<file path="src/rtl/uart_tx_buffered.sv">
// uart_tx_buffered -- buffered 8N1 UART transmitter.
//
// Bytes written through wr_en/wr_data are queued in a circular FIFO. A frame
// FSM pops them one at a time and shifts them out LSB first at DIV = CLK_FREQ/BAUD
// clocks per bit. Back-to-back bytes are sent with no idle gap between frames.
//
// Optional feature macro: UART_TX_PARITY_EN
//   defined   : even-parity bit (^byte) inserted between data and stop (11 bits/frame)
//   undefined : plain 8N1 (10 bits/frame)
//
// Ports
//   clk      in   system clock, rising edge
//   reset    in   synchronous, active-high; discards queued data, aborts frame
//   wr_en    in   push wr_data this cycle (dropped when full)
//   wr_data  in   byte to queue
//   full     out  FIFO holds FIFO_DEPTH entries (registered)
//   empty    out  FIFO holds no entries (registered)
//   count    out  FIFO occupancy (registered)
//   tx_busy  out  frame FSM not idle (registered)
//   tx       out  serial line, idle high, driven from a flop
module uart_tx_buffered #(
  parameter int unsigned CLK_FREQ   = 100_000_000,
  parameter int unsigned BAUD       = 9600,
  parameter int unsigned FIFO_DEPTH = 16
) (
  input  logic                        clk,
  input  logic                        reset,
  input  logic                        wr_en,
  input  logic [7:0]                  wr_data,
  output logic                        full,
  output logic                        empty,
  output logic [$clog2(FIFO_DEPTH):0] count,
  output logic                        tx_busy,
  output logic                        tx
);

  localparam int unsigned DIV   = CLK_FREQ / BAUD;
  localparam int unsigned CNT_W = (DIV > 1) ? $clog2(DIV) : 1;
  localparam int unsigned PTR_W = $clog2(FIFO_DEPTH);
  localparam int unsigned OCC_W = PTR_W + 1;

  typedef enum logic [2:0] {
    S_IDLE,
    S_START,
    S_DATA,
`ifdef UART_TX_PARITY_EN
    S_PARITY,
`endif
    S_STOP
  } state_t;

  state_t             state_q, state_d;
  logic [CNT_W-1:0]   baud_q, baud_d;
  logic [2:0]         bit_q, bit_d;
  logic [7:0]         shift_q, shift_d;
  logic               tx_q, tx_d;
  logic               busy_q, busy_d;
`ifdef UART_TX_PARITY_EN
  logic               par_q, par_d;
`endif

  logic [7:0]         mem_q [FIFO_DEPTH];
  logic [PTR_W-1:0]   wr_ptr_q, wr_ptr_d;
  logic [PTR_W-1:0]   rd_ptr_q, rd_ptr_d;
  logic [OCC_W-1:0]   count_q, count_d;
  logic               full_q, full_d;
  logic               empty_q, empty_d;

  logic               push;
  logic               pop;
  logic               bit_end;

  // Frame FSM, FIFO bookkeeping and line outputs. tx/tx_busy are computed from
  // the next state so they change on the same edge as the state register.
  always_comb begin
    state_d  = state_q;
    baud_d   = baud_q;
    bit_d    = bit_q;
    shift_d  = shift_q;
    pop      = 1'b0;
`ifdef UART_TX_PARITY_EN
    par_d    = par_q;
`endif

    push    = wr_en && !full_q;
    bit_end = (baud_q == CNT_W'(DIV - 1));

    case (state_q)
      S_IDLE: begin
        if (!empty_q) begin
          pop     = 1'b1;
          baud_d  = '0;
          state_d = S_START;
        end
      end
      S_START: begin
        if (bit_end) begin
          baud_d  = '0;
          bit_d   = '0;
          state_d = S_DATA;
        end else begin
          baud_d = baud_q + 1'b1;
        end
      end
      S_DATA: begin
        if (bit_end) begin
          baud_d  = '0;
          shift_d = {1'b0, shift_q[7:1]};
          if (bit_q == 3'd7) begin
`ifdef UART_TX_PARITY_EN
            state_d = S_PARITY;
`else
            state_d = S_STOP;
`endif
          end else begin
            bit_d = bit_q + 1'b1;
          end
        end else begin
          baud_d = baud_q + 1'b1;
        end
      end
`ifdef UART_TX_PARITY_EN
      S_PARITY: begin
        if (bit_end) begin
          baud_d  = '0;
          state_d = S_STOP;
        end else begin
          baud_d = baud_q + 1'b1;
        end
      end
`endif
      S_STOP: begin
        if (bit_end) begin
          baud_d = '0;
          // Chain straight into the next start bit when more data is queued.
          if (!empty_q) begin
            pop     = 1'b1;
            state_d = S_START;
          end else begin
            state_d = S_IDLE;
          end
        end else begin
          baud_d = baud_q + 1'b1;
        end
      end
      default: state_d = S_IDLE;
    endcase

    if (pop) begin
      shift_d = mem_q[rd_ptr_q];
`ifdef UART_TX_PARITY_EN
      par_d   = ^mem_q[rd_ptr_q];
`endif
    end

    wr_ptr_d = push ? wr_ptr_q + 1'b1 : wr_ptr_q;
    rd_ptr_d = pop  ? rd_ptr_q + 1'b1 : rd_ptr_q;
    case ({push, pop})
      2'b10:   count_d = count_q + 1'b1;
      2'b01:   count_d = count_q - 1'b1;
      default: count_d = count_q;
    endcase
    full_d  = (count_d == OCC_W'(FIFO_DEPTH));
    empty_d = (count_d == '0);

    case (state_d)
      S_START:    tx_d = 1'b0;
      S_DATA:     tx_d = shift_d[0];
`ifdef UART_TX_PARITY_EN
      S_PARITY:   tx_d = par_d;
`endif
      default:    tx_d = 1'b1;
    endcase
    busy_d = (state_d != S_IDLE);
  end

  always_ff @(posedge clk) begin
    if (reset) begin
      state_q  <= S_IDLE;
      baud_q   <= '0;
      bit_q    <= '0;
      shift_q  <= '0;
      tx_q     <= 1'b1;
      busy_q   <= 1'b0;
`ifdef UART_TX_PARITY_EN
      par_q    <= 1'b0;
`endif
      wr_ptr_q <= '0;
      rd_ptr_q <= '0;
      count_q  <= '0;
      full_q   <= 1'b0;
      empty_q  <= 1'b1;
    end else begin
      state_q  <= state_d;
      baud_q   <= baud_d;
      bit_q    <= bit_d;
      shift_q  <= shift_d;
      tx_q     <= tx_d;
      busy_q   <= busy_d;
`ifdef UART_TX_PARITY_EN
      par_q    <= par_d;
`endif
      wr_ptr_q <= wr_ptr_d;
      rd_ptr_q <= rd_ptr_d;
      count_q  <= count_d;
      full_q   <= full_d;
      empty_q  <= empty_d;
    end
  end

  // Storage needs no reset: pointers and occupancy define what is valid.
  always_ff @(posedge clk) begin
    if (!reset && push) begin
      mem_q[wr_ptr_q] <= wr_data;
    end
  end

  assign full    = full_q;
  assign empty   = empty_q;
  assign count   = count_q;
  assign tx_busy = busy_q;
  assign tx      = tx_q;

endmodule
</file>
<file path="config.mk">
export PLATFORM = sky130hd
export DESIGN_NAME = uart_tx_buffered
export DESIGN_NICKNAME = d
export VERILOG_FILES = /design/src/rtl/uart_tx_buffered.sv
export SDC_FILE = /design/constraint.sdc
export NUM_CORES = 1
export LEC_CHECK = 0
export BUFFER_PORTS_ARGS = -buffer_cell sky130_fd_sc_hd__clkbuf_2
export CAP_MARGIN = 10
export CORE_MARGIN = 2
export CORE_UTILIZATION = 50
export DETAILED_ROUTE_END_ITERATION = 16
export PLACE_DENSITY = 0.64
export SLEW_MARGIN = 20
export SYNTH_ARGS = -nofsm -noshare
export SYNTH_HDL_FRONTEND = slang
export SYNTH_SLANG_ARGS = --single-unit
</file>
<file path="constraint.sdc">
create_clock -name clk -period 8.65 [get_ports clk]
set_input_delay 0.865 -clock clk [delete_from_list [all_inputs] [get_ports clk]]
set_output_delay 0.865 -clock clk [all_outputs]
set_load 0.005 [all_outputs]
</file>
==> results of run 1 <==
cells in the mapped netlist, types with 2 or more instances:
library cell,n,area (µm²)
nor2_1,56,210
or3_1,3,18.8
a21oi_1,14,70.1
nand2_1,21,78.8
a211oi_1,9,67.6
o21ai_0,4,20.0
xnor2_1,10,87.6
clkbuf_1,18,67.6
and3_1,3,18.8
a21o_1,3,22.5
nand4_1,3,18.8
nor3_1,6,30.0
dfxtp_1,49,981
buf_1,2,7.51
mux4_2,38,856
edfxtp_1,128,3840
nor3b_1,3,22.5
nor2b_1,5,31.3
nand3b_1,3,22.5
inv_1,7,26.3
xor2_1,13,114
nor4b_1,4,35.0
nand3_1,8,40.0
ha_1,11,138
buf_2,4,20.0
mux2i_1,10,100
o211ai_1,2,15.0
or2_2,3,18.8
o31ai_1,2,15.0
worst max-delay path, delay by kind of cell, from the launching register on:
| family | cells | cell delay (ps) |
|---|---|---|
| XOR/XNOR | 2 | 380 |
| flip-flops | 1 | 350 |
| buffers and inverters | 2 | 220 |
| adder cells (fa/ha/maj) | 2 | 510 |
| AO/OA/AOI/OAI | 4 | 730 |
| AND/OR/NAND/NOR | 4 | 1540 |
sequential cells by signal, indices dropped and copies added, names as in the netlist, named ones only:
register  flops
wr_ptr_q      4
full          1
empty         1
state_q       3
baud_q       14
shift_q       8
count         5
bit_q         3
rd_ptr_q      4
mem_q       128
tx_busy       1
tx            1
layout make-up:
type | instances | area [µm²]
inverters | 7 | 26.3
well taps | 180 | 225
clock buffers | 17 | 425
multi-input cells | 257 | 2250
fillers | 1089 | 5990
flip-flops and latches | 177 | 4830
repair buffers | 22 | 118
clock inverters | 15 | 125
per-layer routing:
metal | up-vias | wire [µm]
li1 | 1801 | -
met1 | 1966 | 5790
met2 | 76 | 6590
met3 | 12 | 538
met4 | 0 | 138
met5 | - | 0
cells by family (layout without fill, tap and decap cells):
family | count (synthesis) | after routing | share of synthesized area, %
XOR/XNOR | 23 | 23 | 2.80
adder cells (fa/ha/maj) | 11 | 11 | 1.91
flip-flops | 177 | 177 | 67.1
buffers and inverters | 31 | 61 | 1.69
multiplexers | 49 | 49 | 13.4
AO/OA/AOI/OAI | 43 | 43 | 4.02
other | 1 | 1 | 0.0521
AND/OR/NAND/NOR | 130 | 130 | 9.03
metrics by stage:
stage | area (µm²) | total power, W | hold slack (ps) | setup slack (ps) | std cells
2_1_floorplan | 7190 | 0.00116 | 436 | 4990 | 465
3_3_place_gp | 7440 | 0.00122 | 442 | 5010 | 643
3_5_place_dp | 7440 | 0.00123 | 452 | 4870 | 643
4_1_cts | 7990 | 0.00193 | 461 | 4810 | 675
5_1_grt | 7990 | 0.00200 | 477 | 4480 | 675
6_report | 7990 | 0.00192 | 459 | 4850 | 675
power breakdown:
part	internal (W)	switching, W
combinational	0.000115	0.000126
clock	0.000376	0.000335
sequential	0.000938	0.0000274
how the worst max path moves through the flow:
stage                from     to  slack (ps)  cells after the start
3_3_place_gp   baud_q[10]  empty        5010                     14
5_1_grt        baud_q[10]  empty        4480                     14
4_1_cts        baud_q[10]  empty        4810                     14
6_report       baud_q[10]  empty        4850                     14
3_5_place_dp   baud_q[10]  empty        4870                     14
2_1_floorplan  baud_q[10]  empty        4990                     16
==> summary.md, run 1 <==
| Metric | Value |
|---|---|
| Status | `finished clean` |
| MaxCap Viol Count | `0` |
| Total GRT Usage | `19.0%` |
| Most common cell after layout, fill and taps aside | `edfxtp_1` |
| Reg-to-Reg End | `empty` |
| Setup Crit Path Kind | `register to register` |
| Estimated wirelength of the detail-placed design | `8400 µm` |
| # hold bufs at CTS | `0` |
| Net count, final | `504` |
| R2R Setup Slk | `4850 ps` |
| Layout Utilization | `57.1%` |
| HP Class | `register to register` |
| Post-synth EDFFs | `128` |
| First-pass GRT wire length | `21100 µm` |
| Synth Area per Inst | `15.5 µm²` |
| Crit path launch type | `register` |
| Die area | `15400 µm²` |
| Critical Path RT | `9010 ps` |
| Worst-Margin Slew | `1020 ps` |
| Busiest grt layer | `met2` |
| DR WL/cell | `19.3 µm` |
| Gr ovfl total | `0` |
| Via count | `3855` |
| Seq/Total Area, Yosys | `67.1%` |
| Layout cells sized above 1 | `21.0%` |
| Post-CTS Setup Bufs | `0` |
| Clk pin slew, worst setup/hold paths | `70 ps` |
| Final Hold Viols | `0` |
| RSZ-0062 raised after global routing | `false` |
| Die Ht | `124 µm` |
| Vias in the first global route | `3880` |
| Die extent in x | `124 µm` |
| Crit Path Max Fanout | `18` |
| Remaining antenna violation count | `0` |
| Met1 usage in global routing | `24.6%` |
| Min Tclk post-route | `3800 ps` |
| Antenna violations before repair | `0` |
| Hold path startpoint | `bit_q[1]` |
| Arrival time at the worst endpoint | `4160 ps` |
| # DRC | `0` |
| Final Max Tran Viols | `0` |
| DR iter-0 viols | `377` |
| Most frequent cells in the layout | `edfxtp_1 (128), nor2_1 (56), dfxtp_1 (48)` |
| Post-CTS Resized | `0` |
| GPL Wtd Cong | `0.782` |
| Total CTS buffers | `17` |
| CTS sink cnt | `177` |
| Largest net degree at the start of global routing | `39` |
| Synthesized area | `7190 µm²` |
| Vias per inst | `5.71` |
| #FFs+latches synth | `177` |
| Synth unique cells | `52` |
| Deepest level of the CTS H-tree | `4` |
| Starting Density | `51.4%` |
| Final setup fails | `0` |
| Cell Rows | `43` |
| Asr flop ratio synth | `0%` |
| Longest Clk Path Bufs | `2` |
| Max Fclk | `0.263 GHz` |
| Synth Flop Type | `edfxtp_1` |
| Fin crit share | `44.0%` |
| GR Util met3 | `4.72%` |
| CORE AREA | `14000 µm²` |
| Fin Setup TNS | `0 ps` |
| Clk Latency, worst-skew pair | `430 ps` |
| Root Driver | `clkbuf_16` |
| R2R Path Start | `baud_q[10]` |
| CTS tree | `built` |
| Critical-path cell list | `or4b_4 > or4_4 > o21ai_2 > nand2_2 > inv_1 > ha_1 > xor2_1 > ha_1 > nor2b_1 > a32oi_1 > o31ai_1 > xnor2_1 > inv_1 > o21bai_1` |
| Synth-to-Final Area Change | `11.1%` |
| YS warnings | `0` |
| Slew headroom | `31.3%` |
| Post-Syn Instances | `465` |
| Worst hold endpoint | `bit_q[1]` |
| Pleak | `2.59 nW` |
| R2R cell count | `14` |
| Max IR drop VDD | `164 µV` |
| Hold path depth | `2` |
| N_diodes | `0` |
| Critical Path Max Stage Delay | `550 ps` |
| I/O Buffers | `19` |
| Drt total wl | `13100 µm` |
| Syn nets | `487` |
| I/O Pins | `20` |
| Pwr dens | `240 nW/µm²` |
| CP max-delay cell | `or4_4` |
| Worst Skew | `9.94 ps` |
| Drt pass-1 iters | `5` |
| Met2 Usage GRT | `31.8%` |
| Worst setup EP type | `register` |
(Power assumes the default switching activity.)
==> inputs of run 2 (changes only) <==
==> constraint.sdc (replaced) <==
create_clock -name clk -period 3.5 [get_ports clk]
set_input_delay 0.35 -clock clk [delete_from_list [all_inputs] [get_ports clk]]
set_output_delay 0.35 -clock clk [all_outputs]
set_load 0.005 [all_outputs]
==> run 2 against run 1 <==
  * Global-route usage decreased by 0.26 points
  * Critical endpoint unchanged
  * Highest routed layer unchanged
  * Clock-buffer cell count unchanged
  * Maximum frequency increased by 15%
  * Register-to-register slack got worse by 4700 ps
  * Non-clock buffer count increased by 7
  * Clock skew increased by 3.3 ps
  * Sequential power increased by 150%
  * Routed wire length about the same
  * Combinational power increased to 2.6 times the previous value
==> summary.md, run 2 (synthesis gave the netlist of run 1 again) <==
| Metric | Value |
|---|---|
| I/O Pins | `20 (unchanged)` |
| Deepest level of the CTS H-tree | `4 (unchanged)` |
| HP Class | `input port to register` |
| Total GRT Usage | `18.7% (-0.26 points)` |
| CORE AREA | `14000 µm² (unchanged)` |
| Die area | `15400 µm² (unchanged)` |
| Gr ovfl total | `0 (unchanged)` |
| Via count | `3855 (unchanged)` |
| Die Ht | `124 µm (unchanged)` |
| GPL Wtd Cong | `0.788 (+0.68%)` |
| RSZ-0062 raised after global routing | `false` |
| Arrival time at the worst endpoint | `3670 ps (-490 ps)` |
| # DRC | `0 (unchanged)` |
| Status | `finished clean` |
| Vias per inst | `5.65 (-1.0%)` |
| Longest Clk Path Bufs | `2 (unchanged)` |
| Crit path launch type | `register` |
| Cell Rows | `43 (unchanged)` |
| Switch share | `26.1% (+0.65 points)` |
| Pwr dens | `596 nW/µm² (+150%)` |
| Clk pin slew, worst setup/hold paths | `70 ps (about the same)` |
| Final Max Tran Viols | `0 (unchanged)` |
| Critical Path RT | `3850 ps (-5160 ps)` |
| Fin worst setup slack | `187 ps (-4660 ps)` |
| Drt total wl | `13100 µm (about the same)` |
| Die extent in x | `124 µm (unchanged)` |
| N_diodes | `0 (unchanged)` |
| Drt pass-1 iters | `5 (unchanged)` |
| Final Hold Viols | `0 (unchanged)` |
| Post-route cell area | `8110 µm² (+1.5%)` |
| Net count, final | `511 (+1.4%)` |
| CP max-delay cell | `or4_4` |
| CTS sink cnt | `177 (unchanged)` |
| Root Driver | `clkbuf_16` |
| Slew headroom | `31.8% (+0.56 points)` |
| Total CTS buffers | `17 (unchanged)` |
| Most frequent cells in the layout | `edfxtp_1 (128), nor2_1 (56), dfxtp_1 (48)` |
| Clock network power share | `38.0% (+0.9 points)` |
| Layout cells sized above 1 | `22.7% (+1.7 points)` |
| Crit Path Max Fanout | `4 (-14)` |
| Min Tclk post-route | `3310 ps (-490 ps)` |
| DP Worst Slack | `131 ps (-4730 ps)` |
| DP Area | `7510 µm² (+0.94%)` |
| CTS tree | `built` |
| Fin crit share | `94.7% (+51 points)` |
| I/O Buffers | `19 (unchanged)` |
| Critical Path Max Stage Delay | `560 ps (about the same)` |
| DR WL/cell | `19.1 µm (-1.1%)` |
| Final setup fails | `0 (unchanged)` |
| Internal power | `0.00358 W (+150%)` |
| Clk Latency, worst-skew pair | `430 ps (about the same)` |
| Most common cell after layout, fill and taps aside | `edfxtp_1` |
| Top Registers | `mem_q x128, baud_q x14, shift_q x8` |
| Worst-Margin Slew | `1020 ps (+2.09 ps)` |
| Synth-to-Final Area Change | `12.8%` |
| Antenna violations before repair | `0 (unchanged)` |
| Worst Skew | `13.2 ps (+3.26 ps)` |
| MaxCap Viol Count | `0 (unchanged)` |
| DR iter-0 viols | `288 (-24%)` |
| Register area | `4830 µm² (unchanged)` |
| Estimated wirelength of the detail-placed design | `8530 µm (+1.5%)` |
| Vias in the first global route | `3860 (-0.52%)` |
| Max Fclk | `0.302 GHz (+15%)` |
| Max IR drop VDD | `412 µV (+150%)` |
| Critical-path cell list | `or4b_4 > or4_4 > o21ai_4 > nand2_4 > inv_1 > ha_1 > xor2_1 > ha_1 > nor2b_2 > a32oi_1 > o31ai_2 > xnor2_1 > inv_1 > o21bai_1` |
| Seq pwr share | `49.4% (-1.0 points)` |
| Filler cell count in the final layout | `1078 (-1.0%)` |
| Pleak | `2.66 nW (+2.5%)` |
| Largest net degree at the start of global routing | `35 (-10%)` |
| Combinational cell fraction of total power | `12.6% (about the same)` |
| Setup Crit Path Kind | `register to register` |
| Sw Pwr | `0.00126 W (+160%)` |
| Worst setup EP type | `register` |
| Critical path's top delay family | `simple AND/OR/NAND/NOR gates` |
| Fin Setup TNS | `0 ps (unchanged)` |
| Biggest register | `mem_q` |
| Remaining antenna violation count | `0 (unchanged)` |
| First-pass GRT wire length | `20600 µm (-2.2%)` |
| Footprint of the multi-input gates | `2270 µm² (+0.89%)` |
| Largest register FFs | `128 (unchanged)` |
| Critical path buffer and inverter count | `2 (unchanged)` |
| Starting Density | `51.4% (unchanged)` |
run 2: changes by cell type in the layout (fill, tap and decap cells not counted), sizes merged:
cell / before / now
clkinvlp: 3 / 1
clkinv: 5 / 7
buf: 3 / 10
run 2: area by class of cell:
| cell class | instances | area share (%) |
|---|---|---|
| Clock buffer | 17 | 5.24 |
| Clock inverter | 15 | 1.97 |
| Inverter | 7 | 0.324 |
| Multi-Input combinational cell | 257 | 28.0 |
| Sequential cell | 177 | 59.5 |
| Tap cell | 180 | 2.78 |
| Timing Repair Buffer | 29 | 2.25 |
run 2: final timing paths:
check,startpoint,endpoint,slack [ps],depth (start not counted)
setup reg to reg,baud_q[10],empty,190,14
hold reg to reg,bit_q[1],bit_q[1],460,2
hold / removal,wr_data[6],mem_q[5][6],330,1
setup / recovery,baud_q[10],empty,190,14
run 2: timing repair:
action | in CTS | in global routing
endpoints found under the setup margin | 0 | 2
resized for setup | 0 | 2
setup buffers | 0 | 1
hold buffers | 0 | 0
run 2: metal layers:
metal  up-vias  global-route usage, %  share of wire, %
met5         -                      0                 0
met4         0                   6.18               1.1
met3        12                   5.04               4.2
met2        80                   30.5                49
met1      1935                   24.7                45
li1       1828                      -                 -
run 2: metrics by stage:
step	hold WS (ps)	power, W	cells	util [%]
2_1_floorplan	436	0.00288	465	-
3_3_place_gp	443	0.00304	649	53.7
3_5_place_dp	449	0.00305	649	53.7
4_1_cts	318	0.00488	681	57.9
5_1_grt	346	0.00502	682	58.0
6_report	329	0.00484	682	58.0
run 2: power by group through the flow:
| stage | Clock [W] | Sequential (W) | Combinational (W) |
|---|---|---|---|
| after floorplan | 0 | 0.00241 | 0.000474 |
| after global placement | 0 | 0.00243 | 0.000607 |
| after detailed placement | 0 | 0.00243 | 0.000615 |
| after CTS | 0.00187 | 0.00239 | 0.000618 |
| after global routing | 0.00195 | 0.00240 | 0.000676 |
| final | 0.00184 | 0.00239 | 0.000612 |
